--- src/rtl/fp_wb_arbiter.sv ---
// Round-robin FP writeback arbiter: NUM_SRC result sources -> completion FIFO -> one regfile write per cycle.
// Optional macro FP_WB_BYPASS_EN: an empty, unstalled FIFO forwards the granted result combinationally.
module fp_wb_arbiter #(
    parameter int unsigned NUM_SRC    = 3,
    parameter int unsigned FIFO_DEPTH = 4,
    parameter int unsigned DATA_WIDTH = 32,
    parameter int unsigned ADDR_WIDTH = 5
) (
    input  logic                            i_clk,
    input  logic                            i_rst_n,
    input  logic [NUM_SRC-1:0]              i_src_valid,
    output logic [NUM_SRC-1:0]              o_src_ready,
    input  logic [NUM_SRC*ADDR_WIDTH-1:0]   i_src_dest,
    input  logic [NUM_SRC*DATA_WIDTH-1:0]   i_src_data,
    input  logic                            i_stall,
    output logic                            o_wr_en,
    output logic [ADDR_WIDTH-1:0]           o_wr_dest,
    output logic [DATA_WIDTH-1:0]           o_wr_data,
    output logic [$clog2(FIFO_DEPTH):0]     o_pending,
    output logic                            o_full
);

    localparam int unsigned PTR_W = $clog2(FIFO_DEPTH);
    localparam int unsigned CNT_W = PTR_W + 1;
    localparam int unsigned SRC_W = $clog2(NUM_SRC);

    logic [PTR_W-1:0]      rd_ptr_q, rd_ptr_d;
    logic [PTR_W-1:0]      wr_ptr_q, wr_ptr_d;
    logic [CNT_W-1:0]      count_q, count_d;
    logic [SRC_W-1:0]      rr_ptr_q, rr_ptr_d;
    logic [ADDR_WIDTH-1:0] mem_dest_q [FIFO_DEPTH];
    logic [DATA_WIDTH-1:0] mem_data_q [FIFO_DEPTH];

    logic                  grant_found;
    logic [SRC_W-1:0]      grant_idx;
    logic [SRC_W-1:0]      cand;
    logic [ADDR_WIDTH-1:0] grant_dest;
    logic [DATA_WIDTH-1:0] grant_data;
    logic                  fifo_full;
    logic                  fifo_empty;
    logic                  accept;
    logic                  bypass;
    logic                  enq;
    logic                  deq;

    // First valid source at or after the round-robin pointer.
    always_comb begin
        grant_found = 1'b0;
        grant_idx   = '0;
        cand        = '0;
        for (int unsigned k = 0; k < NUM_SRC; k++) begin
            cand = SRC_W'((32'(rr_ptr_q) + k) % NUM_SRC);
            if (!grant_found && i_src_valid[cand]) begin
                grant_found = 1'b1;
                grant_idx   = cand;
            end
        end
        grant_dest = i_src_dest[32'(grant_idx)*ADDR_WIDTH +: ADDR_WIDTH];
        grant_data = i_src_data[32'(grant_idx)*DATA_WIDTH +: DATA_WIDTH];
    end

    always_comb begin
        fifo_full  = (count_q == CNT_W'(FIFO_DEPTH));
        fifo_empty = (count_q == '0);
        accept     = grant_found & ~fifo_full & i_rst_n;
`ifdef FP_WB_BYPASS_EN
        bypass     = accept & fifo_empty & ~i_stall;
`else
        bypass     = 1'b0;
`endif
        enq        = accept & ~bypass;
        deq        = ~fifo_empty & ~i_stall;

        o_src_ready = accept ? (NUM_SRC'(1) << grant_idx) : '0;

        wr_ptr_d = enq ? wr_ptr_q + PTR_W'(1) : wr_ptr_q;
        rd_ptr_d = deq ? rd_ptr_q + PTR_W'(1) : rd_ptr_q;
        count_d  = count_q + CNT_W'(enq) - CNT_W'(deq);
        rr_ptr_d = rr_ptr_q;
        if (accept) begin
            rr_ptr_d = (grant_idx == SRC_W'(NUM_SRC - 1)) ? '0 : grant_idx + SRC_W'(1);
        end

        // Head of FIFO drives the write port; bypass only ever fires when empty.
        o_wr_en   = 1'b0;
        o_wr_dest = '0;
        o_wr_data = '0;
        if (bypass) begin
            o_wr_en   = 1'b1;
            o_wr_dest = grant_dest;
            o_wr_data = grant_data;
        end else if (!fifo_empty) begin
            o_wr_en   = 1'b1;
            o_wr_dest = mem_dest_q[rd_ptr_q];
            o_wr_data = mem_data_q[rd_ptr_q];
        end

        o_pending = count_q;
        o_full    = fifo_full;
    end

    always_ff @(posedge i_clk or negedge i_rst_n) begin
        if (!i_rst_n) begin
            rd_ptr_q <= '0;
            wr_ptr_q <= '0;
            count_q  <= '0;
            rr_ptr_q <= '0;
        end else begin
            rd_ptr_q <= rd_ptr_d;
            wr_ptr_q <= wr_ptr_d;
            count_q  <= count_d;
            rr_ptr_q <= rr_ptr_d;
        end
    end

    // Storage needs no reset: entries are only visible while counted.
    always_ff @(posedge i_clk) begin
        if (enq) begin
            mem_dest_q[wr_ptr_q] <= grant_dest;
            mem_data_q[wr_ptr_q] <= grant_data;
        end
    end

endmodule

--- config.mk ---
export PLATFORM = sky130hd
export DESIGN_NAME = fp_wb_arbiter
export DESIGN_NICKNAME = d
export VERILOG_FILES = /design/src/rtl/fp_wb_arbiter.sv
export SDC_FILE = /design/constraint.sdc
export NUM_CORES = 1
export LEC_CHECK = 0
export CORE_MARGIN = 2
export CORE_UTILIZATION = 52
export CTS_BUF_LIST = sky130_fd_sc_hd__clkbuf_8
export CTS_CLUSTER_SIZE = 12
export DETAILED_ROUTE_END_ITERATION = 10
export PLACE_DENSITY_LB_ADDON = 0.08
export SLEW_MARGIN = 20
export SYNTH_ARGS = -nofsm -noshare
export SYNTH_HDL_FRONTEND = slang
export SYNTH_SLANG_ARGS = --single-unit
--- constraint.sdc ---
create_clock -name i_clk -period 3.6 [get_ports i_clk]
set_input_delay 1.08 -clock i_clk [delete_from_list [all_inputs] [get_ports i_clk]]
set_output_delay 1.08 -clock i_clk [all_outputs]
set_load 0.01 [all_outputs]
==> results.yml <==
status:
  outcome: "finished with violations"
  violations: "negative setup slack"
critical_path:
  worstPathRequired_ns: 2.52
  worstPathMaxFanout: 3
  slowest_delay_ns: 0.30
  critPathKind: "input port to output pin"
  crit_top_cell: "mux2_4"
  crit_slowest_cell: "mux2_4"
  start_kind: "input port"
  worst_setup_path_end_kind: "output pin"
  critPathArrivalTime_ns: 2.56
  path_cells: "buf_8 -> mux2_4 -> mux2_4 -> nor4b_4 -> buf_4 -> o311ai_4 -> nor2_1 -> buf_2"
global_route:
  grt_pass1_wl_um: 24960
  grt_max_degree: 40
  antenna_found_initial: 0
  grt_pass1_vias: 4806
  overflow: 0
  grt.total_usage_pct: 22.86
sta:
  fin_ws_ns: -0.03659
  worst_pin_slew_ns: 0.6949
  max_slew_margin_pct: 53.67
  timing.final.crit_share_pct: 101.0
  final.min_clock_period_ns: 3.637
  finalSetupViolations: 1
  hold_viol: 0
  slew_viol_final: 0
  rsz0062_at_grt: "yes"
  skew_ns: 0.006462
  fmax_mhz: 275.0
drt:
  vias: 4658
  routedWlPerCell_um: 19.11
  ant_nets: 0
  drc: 0
  dr.pass1.iters: 4
  routed_wl_um: 16350
  post_drt_via_cell_ratio: 5.442
  dr.first_iter.drc_count: 280
synthesis:
  synth_compound_area_share_pct: 8.900
  synth_xor_xnor_area_share_pct: 0.6014
  synthMuxAreaShare_pct: 12.63
  async_flop_share_pct: 5.732
  synth.distinct_cells: 37
  yosys_warnings: 0
  postSynthCellCount: 476
  avgSynthCellArea_um2: 15.30
  ys_seq_elements: 157
  synth_top_family_by_area: "multiplexers"
  synth_flop_cell: "edfxtp_1"
  syn_nets: 604
  synthSimpleGateAreaFrac_pct: 5.292
  synth-edff-count: 148
  synthAdderAreaFrac_pct: 1.993
  synth_area_um2: 7282
  ys_seq_area_share_pct: 64.12
power:
  p_leak_nw: 3.614
  finalPower_mw: 9.925
  pwr_density_cell_nw_per_um2: 1009
  ir_worst_vdd_mv: 1.515
clock_tree:
  path_clk_slew_ns: 0.08
  clkLatencyLatePin_ns: 0.44
  cts_max_path_buffers: 2
  holdBufCountCts: 0
  cts_tree: "done"
  cts-root-buf: "clkbuf_8"
  cts_buffers: 17
  clock-sinks: 157
  htreeDepth: 4
layout:
  num_antenna_cells: 0
  stdcell_area_um2: 9833
  finalNetCount: 791
  drive_gt1_share_pct: 21.15
  final_cells: 856
  area_delta_synth_final_pct: 35.03
floorplan:
  core_um2: 13770
  die_h_um: 122.3
  ios: 162
  initial_core_util_pct: 52.87
  die_x_um: 122.3
  placement_rows: 43
  die_area_um2: 14970
placed_design:
  dpl-instance-area_um2: 9285
  place_ws_ns: -0.7772
  dpl.hpwl_um: 10610
  port_buffers: 161
  gp_congestion: 0.7688
  placed_cells: 814
run:
  max_cap_violations: 0
hold_path:
  hp-class: "flip-flop to flip-flop"
==> cells in the final DEF, fill, tap and decap left out, drive strengths merged, types with 2 or more instances in the layout <==
cell type,n
nor2b,40
inv,89
clkdlybuf4s50,155
mux2,2
nor3,2
dfrtp,9
buf,39
mux4,37
and2,5
bufinv,2
o21ai,38
clkbuf,19
xnor2,4
nor2,3
clkinv,7
ha,10
clkinvlp,2
nand2,3
mux2i,6
edfxtp,148
o221ai,38
a21oi,2
nand2b,2
==> repair_timing <==
action / 4_1_cts / 5_1_grt
endpoints found under the setup margin: 9 / 5
resized for setup: 36 / 7
pin swaps: 5 / 2
buffers inserted: 7 / 3
==> path summary, 6_finish.rpt <==
kind / startpoint / end / slack, ns / cells after the start
hold reg to reg: o_pending[0] / o_pending[0] / 0.62 / 1
max in group asynchronous: i_rst_n / rd_ptr_q[1] / 2.51 / 2
hold / removal: o_pending[0] / o_pending[0] / 0.62 / 1
setup / recovery: i_src_valid[0] / o_src_ready[0] / -0.04 / 8
min in group asynchronous: i_rst_n / o_pending[2] / 0.94 / 2
setup reg to reg: rr_ptr_q[0] / mem_data_q[1][27] / 0.58 / 9
==> routing by layer <==
metal | global-route usage, % | share of wire, % | vias to the layer above
met5 | 0 | 0 | -
met4 | 8.261 | 1.6 | 0
met3 | 6.320 | 6.9 | 24
met2 | 38.44 | 50 | 177
met1 | 28.55 | 41 | 2302
li1 | - | - | 2155
==> where the power goes <==
group	internal [mW]	switching [mW]	total, mW
registers	3.30	0.218	3.52
logic	2.46	2.67	5.13
clock network	0.626	0.657	1.28
==> cell families after synthesis <==
kind of cell	count (synthesis)
flip-flops	157
buffers and inverters	114
AO/OA/AOI/OAI	84
AND/OR/NAND/NOR	60
multiplexers	45
adder cells (fa/ha/maj)	11
XOR/XNOR	5
==> registers in the layout (all words and copies together) (netlist names) <==
| signal | cells |
|---|---|
| wr_ptr_q | 2 |
| mem_dest_q | 20 |
| o_pending | 3 |
| mem_data_q | 128 |
| rd_ptr_q | 2 |
| rr_ptr_q | 2 |
==> cells in the mapped netlist, types with 2 or more instances <==
master    number  area share [%]
a21oi_1        2            0.14
and2_1         5            0.43
buf_1          2            0.10
buf_2          7            0.48
buf_6          4            0.62
clkbuf_1      15            0.77
dfrtp_1        9             3.1
edfxtp_1     148              61
ha_1          10             1.7
inv_1         85             4.4
mux2i_1        6            0.82
mux4_2        37              11
nand2_1        3            0.15
nand2b_1       2            0.17
nor2_1         3            0.15
nor2b_1       40             3.4
nor3_1         2            0.14
o21ai_0       38             2.6
o221ai_1      30             3.6
o221ai_2       8             1.6
xnor2_1        4            0.48
==> worst max-delay path: cells and delay by family <==
| kind | cells | cell delay [ns] |
|---|---|---|
| multiplexers | 2 | 0.59 |
| buffers and inverters | 3 | 0.40 |
| AND/OR/NAND/NOR | 2 | 0.40 |
| AO/OA/AOI/OAI | 1 | 0.08 |
==> cell type report <==
cell class | instances | area, µm²
flip-flops and latches | 157 | 4673
fillers | 914 | 3940
multi-input cells | 205 | 2238
repair buffers | 197 | 1981
inverters | 85 | 319.1
clock buffers | 17 | 234.0
well taps | 180 | 225.2
clock inverters | 15 | 162.7
==> through the flow <==
| step | hold slack, ns | TNS, ns | util (%) |
|---|---|---|---|
| after floorplan | 0.5606 | 0 | - |
| after global placement | 0.5731 | -13.53 | 67.41 |
| after detailed placement | 0.6003 | -27.13 | 67.41 |
| after CTS | 0.6218 | -0.1511 | 71.19 |
| after global routing | 0.6424 | -0.1430 | 71.39 |
| final | 0.6220 | -0.03659 | 71.39 |
(Power assumes the default switching activity.)
